### config.mk
export PLATFORM = sky130hd
export DESIGN_NAME = ball_controller
export DESIGN_NICKNAME = d
export VERILOG_FILES = /design/src/rtl/breakout_pkg.sv /design/src/rtl/ball_mask.sv /design/src/rtl/ball_controller.sv
export SDC_FILE = /design/constraint.sdc
export NUM_CORES = 1
export LEC_CHECK = 0
export ABC_AREA = 1
export CAP_MARGIN = 0
export CORE_MARGIN = 1.5
export CORE_UTILIZATION = 42
export CTS_BUF_LIST = sky130_fd_sc_hd__clkbuf_8
export DETAILED_ROUTE_END_ITERATION = 6
export GPL_TIMING_DRIVEN = 0
export HOLD_SLACK_MARGIN = 0.05
export PLACE_DENSITY = 0.61
export SYNTH_ARGS = -nofsm -noshare
export SYNTH_HDL_FRONTEND = slang
export SYNTH_SLANG_ARGS = --single-unit
### constraint.sdc
create_clock -name clk -period 9.8 [get_ports clk]
set_input_delay 1.47 -clock clk [delete_from_list [all_inputs] [get_ports clk]]
set_output_delay 1.47 -clock clk [all_outputs]
set_load 0.02 [all_outputs]
### src/rtl/breakout_pkg.sv
// breakout_pkg: shared types and screen constants for the breakout painters
package breakout_pkg;
  typedef enum logic [1:0] {SERVE, PLAY, LOST} ball_state_t;
  localparam int COLOR_W  = 6;
  localparam int SCREEN_W = 640;
  localparam int SCREEN_H = 480;
endpackage

### src/rtl/ball_mask.sv
// ball_mask: corner-cut square ball mask plus its four edge rows/columns
module ball_mask #(
  parameter int X_WIDTH = 10,
  parameter int Y_WIDTH = 9,
  parameter int RADIUS  = 2
) (
  input  logic [X_WIDTH-1:0] x,
  input  logic [Y_WIDTH-1:0] y,
  input  logic [X_WIDTH-1:0] hpos,
  input  logic [Y_WIDTH-1:0] vpos,
  output logic               in_ball,
  output logic               in_ball_top,
  output logic               in_ball_bottom,
  output logic               in_ball_left,
  output logic               in_ball_right
);
  int dx, dy, ax, ay;
  // one extra bit keeps beam-left-of-ball negative instead of wrapping
  always_comb begin
    dx = int'($signed({1'b0, hpos})) - int'($signed({1'b0, x}));
    dy = int'($signed({1'b0, vpos})) - int'($signed({1'b0, y}));
    ax = dx < 0 ? -dx : dx;
    ay = dy < 0 ? -dy : dy;
    in_ball        = (ax <= RADIUS && ay <= RADIUS - 1) || (ax <= RADIUS - 1 && ay <= RADIUS);
    in_ball_top    = dy == -RADIUS && ax <= RADIUS - 1;
    in_ball_bottom = dy == RADIUS && ax <= RADIUS - 1;
    in_ball_left   = dx == -RADIUS && ay <= RADIUS - 1;
    in_ball_right  = dx == RADIUS && ay <= RADIUS - 1;
  end
endmodule

### src/rtl/ball_controller.sv
// ball_controller: ball position/velocity, serve/play/lost sequencing and pixel mask
module ball_controller #(
  parameter int               X_WIDTH    = 10,
  parameter int               Y_WIDTH    = 9,
  parameter int               RADIUS     = 2,
  parameter int               SCREEN_H   = 480,
  parameter int               SERVE_Y    = 440,
  parameter int               SPEED_INIT = 1,
  parameter int               SPEED_MAX  = 4,
  parameter logic [5:0]       BALL_COLOR = 6'b001100
) (
  input  logic                             clk,
  input  logic                             rst_n,
  input  logic [X_WIDTH-1:0]               hpos,
  input  logic [Y_WIDTH-1:0]               vpos,
  input  logic                             frame_end,
  input  logic                             hit_in,
  input  logic [X_WIDTH-1:0]               paddle_x,
  input  logic                             launch,
  input  logic                             speed_up,
  output logic                             in_ball,
  output logic                             in_ball_top,
  output logic                             in_ball_bottom,
  output logic                             in_ball_left,
  output logic                             in_ball_right,
  output logic [breakout_pkg::COLOR_W-1:0] color,
  output logic [X_WIDTH-1:0]               ball_x,
  output logic [Y_WIDTH-1:0]               ball_y,
  output logic                             bounce,
  output logic                             ball_lost
);
  import breakout_pkg::*;
  localparam int X_MAX = SCREEN_W - 1 - RADIUS;
  localparam logic signed [3:0] V_INIT = 4'(SPEED_INIT);
  ball_state_t        state_q, state_d;
  logic [X_WIDTH-1:0] x_q, x_d;
  logic [Y_WIDTH-1:0] y_q, y_d;
  logic signed [3:0]  vx_q, vx_d, vy_q, vy_d;
  logic [2:0]         spd_q, spd_d;
  logic [3:0]         lat_q, lat_d;
  logic               bounce_q, bounce_d, lost_q, lost_d;
  logic signed [3:0]  sv, vxn, vyn, vxf, vyf;
  logic               xlo, xhi, ylo, flip, gone;
  int                 xi, yi, xf, yf;

  ball_mask #(.X_WIDTH(X_WIDTH), .Y_WIDTH(Y_WIDTH), .RADIUS(RADIUS)) u_mask (
    .x(x_q), .y(y_q), .hpos(hpos), .vpos(vpos),
    .in_ball(in_ball), .in_ball_top(in_ball_top), .in_ball_bottom(in_ball_bottom),
    .in_ball_left(in_ball_left), .in_ball_right(in_ball_right)
  );

  // lat_q = {top, bottom, left, right}; opposite sides together cancel
  always_comb begin
    sv   = $signed({1'b0, spd_q});
    vxn  = (lat_q[1] && !lat_q[0]) ? sv : (lat_q[0] && !lat_q[1]) ? -sv : vx_q[3] ? -sv : sv;
    vyn  = (lat_q[3] && !lat_q[2]) ? sv : (lat_q[2] && !lat_q[3]) ? -sv : vy_q[3] ? -sv : sv;
    xi   = int'($signed({1'b0, x_q})) + int'(vxn);
    yi   = int'($signed({1'b0, y_q})) + int'(vyn);
    xlo  = xi < RADIUS;
    xhi  = xi > X_MAX;
    ylo  = yi < RADIUS;
    xf   = xlo ? RADIUS : xhi ? X_MAX : xi;
    yf   = ylo ? RADIUS : yi;
    vxf  = xlo ? sv : xhi ? -sv : vxn;
    vyf  = ylo ? sv : vyn;
    flip = (vxf[3] ^ vx_q[3]) | (vyf[3] ^ vy_q[3]);
    gone = yf + RADIUS >= SCREEN_H;
    state_d  = state_q;
    x_d      = x_q;
    y_d      = y_q;
    vx_d     = vx_q;
    vy_d     = vy_q;
    spd_d    = (speed_up && spd_q < 3'(SPEED_MAX)) ? spd_q + 3'd1 : spd_q;
    lat_d    = (state_q == PLAY && !frame_end) ?
               lat_q | ({in_ball_top, in_ball_bottom, in_ball_left, in_ball_right} & {4{hit_in}}) : 4'b0;
    bounce_d = 1'b0;
    lost_d   = 1'b0;
    case (state_q)
      SERVE: begin
        x_d = paddle_x;
        y_d = Y_WIDTH'(SERVE_Y);
        if (launch) begin
          state_d = PLAY;
          vx_d    = sv;
          vy_d    = -sv;
        end
      end
      PLAY: if (frame_end) begin
        x_d      = X_WIDTH'(xf);
        y_d      = Y_WIDTH'(yf);
        vx_d     = vxf;
        vy_d     = vyf;
        bounce_d = flip;
        lost_d   = gone;
        state_d  = gone ? LOST : PLAY;
      end
      default: begin
        state_d = SERVE;
        x_d     = paddle_x;
        y_d     = Y_WIDTH'(SERVE_Y);
        vx_d    = V_INIT;
        vy_d    = -V_INIT;
        spd_d   = 3'(SPEED_INIT);
      end
    endcase
  end

  always_ff @(posedge clk) begin
    if (!rst_n) begin
      state_q  <= SERVE;
      x_q      <= paddle_x;
      y_q      <= Y_WIDTH'(SERVE_Y);
      vx_q     <= V_INIT;
      vy_q     <= -V_INIT;
      spd_q    <= 3'(SPEED_INIT);
      lat_q    <= 4'b0;
      bounce_q <= 1'b0;
      lost_q   <= 1'b0;
    end else begin
      state_q  <= state_d;
      x_q      <= x_d;
      y_q      <= y_d;
      vx_q     <= vx_d;
      vy_q     <= vy_d;
      spd_q    <= spd_d;
      lat_q    <= lat_d;
      bounce_q <= bounce_d;
      lost_q   <= lost_d;
    end
  end

  assign color     = BALL_COLOR;
  assign ball_x    = x_q;
  assign ball_y    = y_q;
  assign bounce    = bounce_q;
  assign ball_lost = lost_q;
endmodule
==> impl_metrics.toml, run 1 <==
[grt]
grt_max_degree = 18
grt_antenna_before_repair = 0
grt_pass1_wl_mm = 20.6
overflow = 0
track_usage_pct = 21.2
grt_pass1_vias = 4595

[placed_design]
detailedPlace.worstSlack_ns = 3.47
dp_hpwl_mm = 10.4
place.gp.congestion = 0.850
portBuffers = 60

[cts]
cts_tree = "built"
cts-root-buf = "clkbuf_8"
path_clk_slew_ns = 0.07
cts_buffer_depth = 2
cts_buffers = 5
ctsHoldBuffers = 0
clock_latency_ns = 0.29
cts.sinks = 32
ctsResizeCount = 0
htree_levels = 2
post_cts_buffers = 0

[cells_and_area]
area_delta_synth_final_pct = 18.6
drive_above_1_share_pct = 9.45
final_common_cell = "nand2_1"
nets = 918
antenna_cells = 0
layout_common_cells = "nand2_1 (202), inv_1 (124), clkdlybuf4s50_1 (60)"

[critical_path]
r2r_start = "vy_q[3]$_SDFFE_PN1P_"
worst-setup-path-type = "input pin to output pin"
reg2reg_setup_slack_ns = 3.91
reg2reg_to = "state_q[0]$_SDFFE_PN0P_"
cp-start-kind = "input pin"
required_ns = 8.33
critPathArrivalTime_ns = 4.90
critPathCaptureType = "output pin"
reg2regPathDepth = 29
crit_fanout = 5

[timing]
final.setup.worst_slack_ns = 3.43
hold_viol_final = 0
finalCritPeriodShare_pct = 64.9
clock_skew_ns = 0.0101
relSlewSlack_pct = 43.1
worstMarginPinSlew_ns = 0.850
finalCriticalPeriod_ns = 6.37
setup_violations = 0
rsz0062_at_grt = "no"
fin_setup_tns_ns = 0
fmax_mhz = 157
maxSlewViolCount = 0

[yosys]
synth_area_um2 = 4830
ys_types = 52
ys_top_cells_by_area = "nand2_1 (16%), ha_1 (14%), inv_1 (9.5%)"
ys_ff_latch = 32
synth.avg_cell_area_um2 = 6.42
yosysTopAreaCell = "nand2_1"
async_flop_share_pct = 0
synth_edf_count = 10
netlist_instances = 753
synth_top_area_share_pct = 15.7
yosysWarnings = 0
synth_ff_type = "dfxtp_1"
yosysSeqAreaShare_pct = 15.3

[run_status]
status = "finished, final reports clean"

[detailed_routing]
routed_via_density = 5.09
dr.pass1.iters = 5
drt_iter0_drc = 230
drc = 0
wl_mm = 12.4
wl_per_cell_um = 12.8
vias = 4911
antenna_left = 0

[power]
power.density_nw_per_um2 = 302
p_int_mw = 0.740
pwr-share-comb_pct = 80.4
p_seq_share_pct = 12.2
p_switching_mw = 0.990
leakagePower_nw = 2.94
clockPowerShare_pct = 7.5
irDropWorstVdd_mv = 0.245
p_sw_share_pct = 57.2

[floorplanning]
rows = 38
die_y_um = 110
die_area_um2 = 12200
core_um2 = 11000
start_util_pct = 43.8
io_pins = 67
fp.dieW_um = 110

[job]
drv_cap = 0

[hold_path]
hold_path_startpoint = "lat_q[3]$_SDFF_PN0_"
hold_class = "flop to flop"
hold_end = "lat_q[3]$_SDFF_PN0_"
hold_depth = 2
## synthesized netlist by cell type (3+ instances only)
master    count
nand2_1     202
inv_1       123
ha_1         55
nand3_1      55
nor2_1       55
a21oi_1      30
o21ai_0      27
dfxtp_1      22
nand4_1      20
xor2_1       17
nand2_2      13
nand3_2      12
edfxtp_1     10
nor3_1        9
nand3b_1      8
nor2_2        7
buf_4         6
inv_2         6
a22oi_1       5
nor2_4        5
fa_1          4
o21ai_1       4
o21bai_1      4
xnor2_1       4
a21oi_2       3
clkinv_1      3
nor4_1        3
o22ai_1       3
xnor2_2       3
xor2_2        3
## cell families after synthesis
kind of cell / count (synthesis) / synth area share (%)
AO/OA/AOI/OAI: 90 / 10.9
XOR/XNOR: 29 / 6.96
adder cells (fa/ha/maj): 59 / 15.9
buffers and inverters: 142 / 11.9
flip-flops: 32 / 15.3
other: 2 / 0.155
AND/OR/NAND/NOR: 399 / 38.9
## metrics by stage
stage	area, um^2	hold WS (ns)	util, %	total power [mW]	instances
floorplan	4850	0.427	-	1.28	757
global placement	5630	0.447	51.0	1.56	957
detailed placement	5630	0.451	51.0	1.59	957
CTS	5730	0.465	52.0	1.73	965
global route	5730	0.484	52.0	1.93	965
finish	5730	0.458	52.0	1.73	965
## sequential cells by signal (all words and copies together), names as in the netlist
signal     count
lat_q          4
ball_x        10
spd_q          3
ball_y         9
bounce         1
vy_q           1
ball_lost      1
state_q        2
vx_q           1
## final cells by class
class                      count  area [um^2]
sequential                    32          741
inverter                     133          500
clock inverter                 3         38.8
timing repair buffer          60          601
multi-input combinational    583         3540
buffer                         9         72.6
clock buffer                   5         68.8
tap                          140          175
fill                        1125         5300
## worst max-delay path, stage by stage
cell and delay, ns:
clkdlybuf4s50_1 0.41, inv_1 0.06, ha_1 0.14, inv_1 0.09, fa_1 0.47, or2_1 0.27
nand2_2 0.10, inv_2 0.05, nor2_2 0.12, nand2_1 0.08, nor2_2 0.14, nand3_1 0.13
nand3_1 0.12, nand2_1 0.07, nor2_1 0.09, nand3_1 0.14, nor2_4 0.15, nand2_1 0.07
o21ai_1 0.12, clkdlybuf4s50_1 0.61
## worst max-delay path by stage
stage	depth (start not counted)	end	slack, ns	start
finish	20	in_ball	3.43	hpos[0]
global route	20	in_ball_top	3.22	hpos[0]
global placement	20	in_ball	3.54	hpos[0]
CTS	20	in_ball	3.46	hpos[0]
detailed placement	20	in_ball	3.47	hpos[0]
floorplan	18	in_ball	4.66	hpos[0]
## per-layer routing
layer,global-route usage [%],up-vias,part of all wire [%],wire length (um)
li1,-,2573,-,-
met1,27.0,2208,46,5740
met4,5.22,0,1.6,193
met2,37.7,112,48,5910
met3,2.88,18,4.2,518
met5,0,-,0,0
## power by group through the flow
stage               sequential, mW  clock [mW]  combinational, mW
floorplan                    0.237           0               1.04
global placement             0.214           0               1.35
detailed placement           0.215           0               1.38
CTS                          0.212       0.132               1.39
global route                 0.216       0.139               1.57
finish                       0.210       0.130               1.39
Power figures use the tool's default switching activity.
==> run 2: changes to the inputs <==
Clock period 9.8 ns to 6.6 ns, I/O delays scaled along.
==> results of run 2 <==
The final DEF is identical to that of run 1. Status: finished, final reports clean.
Main changes from that run: setup slack after placement 3.47 ns -> 0.780 ns; setup slack after layout 3.43 ns -> 0.712 ns; start point of the critical path hpos[0] -> vy_q[3]$_SDFFE_PN1P_; end point of the critical path in_ball -> state_q[0]$_SDFFE_PN0P_; register-to-register setup slack 3.91 ns -> 0.71 ns; total power 1.73 mW -> 2.57 mW; worst IR drop on VDD 0.245 mV -> 0.364 mV
